File: config.mk
export PLATFORM = sky130hd
export DESIGN_NAME = mem_arbiter
export DESIGN_NICKNAME = d
export VERILOG_FILES = /design/src/rtl/mem_arbiter.sv
export SDC_FILE = /design/constraint.sdc
export NUM_CORES = 1
export LEC_CHECK = 0
export CORE_MARGIN = 10
export CORE_UTILIZATION = 40
export CTS_CLUSTER_DIAMETER = 150
export CTS_CLUSTER_SIZE = 30
export DETAILED_ROUTE_END_ITERATION = 16
export DONT_BUFFER_PORTS = 1
export PLACE_DENSITY = 0.57
export SYNTH_ARGS = -nofsm -noshare
export SYNTH_HDL_FRONTEND = slang
export SYNTH_SLANG_ARGS = --single-unit
File: constraint.sdc
create_clock -name clk_i -period 1.5 [get_ports clk_i]
set_input_delay 0.075 -clock clk_i [delete_from_list [all_inputs] [get_ports clk_i]]
set_output_delay 0.075 -clock clk_i [all_outputs]
set_load 0.02 [all_outputs]
File: src/rtl/mem_arbiter.sv
// Single-port memory arbiter: merges core fetch and data ports onto one memory port, one transaction at a time.
// Optional MEM_ARB_TIMEOUT_EN: bounds the WAIT state to TIMEOUT_CYCLES and raises a sticky err_o.
module mem_arbiter #(
   parameter int ADDR_W         = 32,
   parameter int DATA_W         = 32,
   parameter int TIMEOUT_CYCLES = 64
) (
   input  logic              clk_i,
   input  logic              rst_i,
   input  logic              im_req_i,
   input  logic [ADDR_W-1:0] im_addr_i,
   output logic [DATA_W-1:0] im_dout_o,
   output logic              im_busy_o,
   input  logic              dm_en_i,
   input  logic              dm_wen_i,
   input  logic [ADDR_W-1:0] dm_addr_i,
   input  logic [DATA_W-1:0] dm_din_i,
   output logic [DATA_W-1:0] dm_dout_o,
   output logic              dm_busy_o,
   output logic              mem_en_o,
   output logic              mem_wen_o,
   output logic [ADDR_W-1:0] mem_addr_o,
   output logic [DATA_W-1:0] mem_din_o,
   input  logic [DATA_W-1:0] mem_dout_i,
   input  logic              mem_ready_i,
   output logic              err_o
);

   typedef enum logic [1:0] {IDLE, REQ, WAIT} state_t;

   state_t      state;
   logic        src_dm;
   logic        im_done_q;
   logic        dm_done_q;
   logic        dm_take;
   logic        im_take;
   logic        timeout;
   logic        finish;
   logic [DATA_W-1:0] rdata;

   // done_q masks the still-held request for one cycle so the core can consume the result
   assign dm_take   = dm_en_i & ~dm_done_q;
   assign im_take   = im_req_i & ~im_done_q;
   assign im_busy_o = im_req_i & ~im_done_q;
   assign dm_busy_o = dm_en_i & ~dm_done_q;

   assign finish = (state == WAIT) & (mem_ready_i | timeout);
   assign rdata  = mem_ready_i ? mem_dout_i : '0;

`ifdef MEM_ARB_TIMEOUT_EN
   localparam int CNT_W = $clog2(TIMEOUT_CYCLES + 1);
   localparam logic [CNT_W-1:0] LAST = CNT_W'(TIMEOUT_CYCLES - 1);

   logic [CNT_W-1:0] cnt;

   // a real ready in the same cycle wins, so timeout is only raised without one
   assign timeout = (state == WAIT) & ~mem_ready_i & (cnt == LAST);

   always_ff @(posedge clk_i) begin
      if (rst_i) begin
         cnt   <= '0;
         err_o <= 1'b0;
      end else begin
         if (state == REQ)
            cnt <= '0;
         else if (state == WAIT && !mem_ready_i)
            cnt <= cnt + 1'b1;
         if (timeout)
            err_o <= 1'b1;
      end
   end
`else
   assign timeout = 1'b0;
   assign err_o   = 1'b0;
`endif

   always_ff @(posedge clk_i) begin
      if (rst_i) begin
         state      <= IDLE;
         src_dm     <= 1'b0;
         im_done_q  <= 1'b0;
         dm_done_q  <= 1'b0;
         im_dout_o  <= '0;
         dm_dout_o  <= '0;
         mem_en_o   <= 1'b0;
         mem_wen_o  <= 1'b0;
         mem_addr_o <= '0;
         mem_din_o  <= '0;
      end else begin
         mem_en_o  <= 1'b0;
         im_done_q <= 1'b0;
         dm_done_q <= 1'b0;
         case (state)
            IDLE: begin
               if (dm_take) begin
                  state      <= REQ;
                  mem_en_o   <= 1'b1;
                  src_dm     <= 1'b1;
                  mem_addr_o <= dm_addr_i;
                  mem_wen_o  <= dm_wen_i;
                  mem_din_o  <= dm_din_i;
               end else if (im_take) begin
                  state      <= REQ;
                  mem_en_o   <= 1'b1;
                  src_dm     <= 1'b0;
                  mem_addr_o <= im_addr_i;
                  mem_wen_o  <= 1'b0;
                  mem_din_o  <= '0;
               end
            end
            REQ: state <= WAIT;
            WAIT: begin
               if (finish) begin
                  state <= IDLE;
                  if (src_dm) begin
                     dm_done_q <= 1'b1;
                     if (!mem_wen_o)
                        dm_dout_o <= rdata;
                  end else begin
                     im_done_q <= 1'b1;
                     im_dout_o <= rdata;
                  end
               end
            end
            default: state <= IDLE;
         endcase
      end
   end

endmodule
==> flow_metrics.env <==
export IMPL_status="complete, but fails checks"
export IMPL_violations="hold timing"
export IMPL_tns_ns=0
export IMPL_p_per_area_nw_per_um2=1164
export IMPL_io_buffers=0
export IMPL_drc=0
export IMPL_multi_input_area_um2=2603
export IMPL_layout_drive_gt1_share=0.09498
export IMPL_worst_hold_slack_ns=-0.2281
export IMPL_placed_cells=776
export IMPL_first_global_vias=5008
export IMPL_start_util=0.4077
export IMPL_cpPeakStageDelay_ns=0.58
export IMPL_async_flop_share=0
export IMPL_ys_warn_count=0
export IMPL_ioPinCount=267
export IMPL_cts_hold_buf=114
export IMPL_worstPathRequired_ns=1.81
export IMPL_power_mw=8.701
export IMPL_final_setup_viol_count=0
export IMPL_slew_viol_final=0
export IMPL_yosys_area_top_type="dfxtp_1"
export IMPL_h_tree_depth=4
export IMPL_cts_buffers=17
export IMPL_fin_crit_sh=0.9708
export IMPL_syn2layout_area_growth_pct=32.58
export IMPL_timing_hold_violations_final=79
export IMPL_p_leak_nw=2.711
export IMPL_slowest_stage="dlygate4sd3_1"
export IMPL_max_freq_mhz=686.7
export IMPL_fill_cells=1157
export IMPL_critPathArrivalTime_ns=1.77
export IMPL_num_vias=5141
export IMPL_ys_top_cells_by_area="dfxtp_1 48%, nand2_1 6.5%, a32o_1 5.9%"
export IMPL_crit_chain="nor2b_1, dlygate4sd3_1, nand3_1, o211ai_1"
export IMPL_drt_wl_total_um=18780
export IMPL_cp_num_buf_inv=1
export IMPL_clock_latency_ns=0.41
export IMPL_drv_cap=0
export IMPL_fin_worst_skew_ns=0.004156
export IMPL_grt_total_usage=0.1854
export IMPL_critPathTopFamily="buffers and inverters"
export IMPL_grt_max_degree=103
export IMPL_dp_hpwl_um=11880
export IMPL_clock_root_buffer="clkbuf_16"
export IMPL_grt_pass1_wl_um=29170
export IMPL_ys_ff_latch=135
export IMPL_core_area_um2=13830
export IMPL_register_area_um2=2736
export IMPL_cts_sinks=135
export IMPL_syn_area_um2=5638
export IMPL_overflow=0
export IMPL_synthFlopType="dfxtp_1"
export IMPL_final_core_utilization=0.5406
export IMPL_antenna_found_initial=1
export IMPL_layout_nets=862
export IMPL_startpoint_type="flop"
export IMPL_die_area_um2=19240
export IMPL_chipWidth_um=138.7
export IMPL_crit_path_end_kind="flop"
export IMPL_wire_per_inst_um=20.46
export IMPL_die_h_um=138.7
export IMPL_synth_cells=644
export IMPL_syn_avg_cell_area_um2=8.755
export IMPL_finalCriticalPeriod_ns=1.456
export IMPL_cts_tree="done"
export IMPL_path_class="reg -> reg"
export IMPL_ctsLongestPathBuffers=2
export IMPL_stdcell_count=918
export IMPL_drt_vias_per_instance=5.600
export IMPL_synth_net_count=778
export IMPL_synth_edf_count=0
export IMPL_yosysMostFrequentCell="dfxtp_1"
export IMPL_clk_pin_slew_ns=0.06
export IMPL_first_pass_iters=5
export IMPL_first_iter_violations=299
export IMPL_ys_types=28
export IMPL_place_congestion=0.8001
export IMPL_cp_max_fo=2
export IMPL_hold_path_class="in -> reg"
export IMPL_ys_seq_area_frac=0.4794
export IMPL_synthTopCellsByCount="135 x dfxtp_1, 97 x nand2_1, 65 x a21oi_1, 64 x nand3_1"
export IMPL_synth_top_cell_area_share=0.4794
export IMPL_ir_worst_vdd_mv=0.6481
export IMPL_ant_nets=0
export IMPL_rows=43
[metrics by stage]
stage               instance area [um2]  hold slack, ns  worst slack (ns)
floorplan                          5638          0.2008           0.07175
global placement                   5813          0.1749            0.1613
detailed placement                 5813          0.1686            0.1162
CTS                                7450         -0.2685           0.04956
global route                       7475         -0.2729          -0.01835
finish                             7475         -0.2281           0.04378
[worst register-to-register path, delay by kind of cell, from the launching register on]
family | cells | cell delay, ns
flip-flops | 1 | 0.38
AND/OR/NAND/NOR | 2 | 0.26
buffers and inverters | 1 | 0.58
AO/OA/AOI/OAI | 1 | 0.14
[area by class of cell]
class,count,share of cell area
flip-flops and latches,135,0.3661
multi-input cells,436,0.3482
repair buffers,133,0.1865
clock buffers,23,0.06260
well taps,180,0.03013
clock inverters,5,0.003683
inverters,5,0.002511
diodes,1,0.0003348
[layout by cell type, fill, tap and decap left out, types with 2 or more instances in the layout]
cell type	instances
a21oi_1	65
a32o_1	33
buf_12	9
buf_4	11
clkbuf_1	4
clkbuf_16	17
clkbuf_8	2
clkinv_2	4
dfxtp_1	114
dfxtp_2	18
dfxtp_4	3
dlygate4sd3_1	113
inv_1	4
mux2i_1	33
nand2_1	97
nand3_1	64
nor2_1	5
nor2b_1	32
o211ai_1	32
o21ai_0	33
or3_1	32
[repair_timing]
item / CTS / global route
setup endpoints to repair: 0 / 21
setup buffers: 0 / 0
endpoints found under the hold margin: 133 / 81
resized for setup: 0 / 23
[path summary, 6_finish.rpt]
path,startpoint,slack (ns),to,cells past startpoint
hold / removal,rst_i,-0.23,src_dm,1
setup / recovery,mem_addr_o[16],0.04,mem_addr_o[16],4
setup reg to reg,mem_addr_o[16],0.04,mem_addr_o[16],4
hold reg to reg,dm_dout_o[22],0.51,dm_dout_o[22],2
[cells by family after synthesis]
group           Yosys count  share of synthesized area
compound gates          165                     0.1913
buf+inv                  73                    0.06280
flops                   135                     0.4794
mux                      33                    0.05859
other cells               1                  0.0006651
simple gates            237                     0.2073
[where the power goes]
part / leakage, nW / total [mW] / internal, mW / switching [mW]
logic: 1.36 / 0.977 / 0.511 / 0.466
clock network: 0.244 / 3.57 / 2.15 / 1.43
registers: 1.11 / 4.15 / 3.79 / 0.358
[routing by layer]
metal	GRT usage	part of all wire	up-vias
met1	0.1996	0.36	2410
met2	0.3002	0.49	261
met5	0	0	-
met4	0.06864	0.016	0
met3	0.1021	0.14	21
li1	-	-	2449
[flip-flops by register name, indices dropped and copies added, names as in the netlist]
name and flops:
dm_done_q 1, dm_dout_o 32, im_done_q 1, im_dout_o 32, mem_addr_o 32, mem_din_o 32
mem_en_o 1, mem_wen_o 1, src_dm 1, state 2
(Power assumes the default switching activity.)
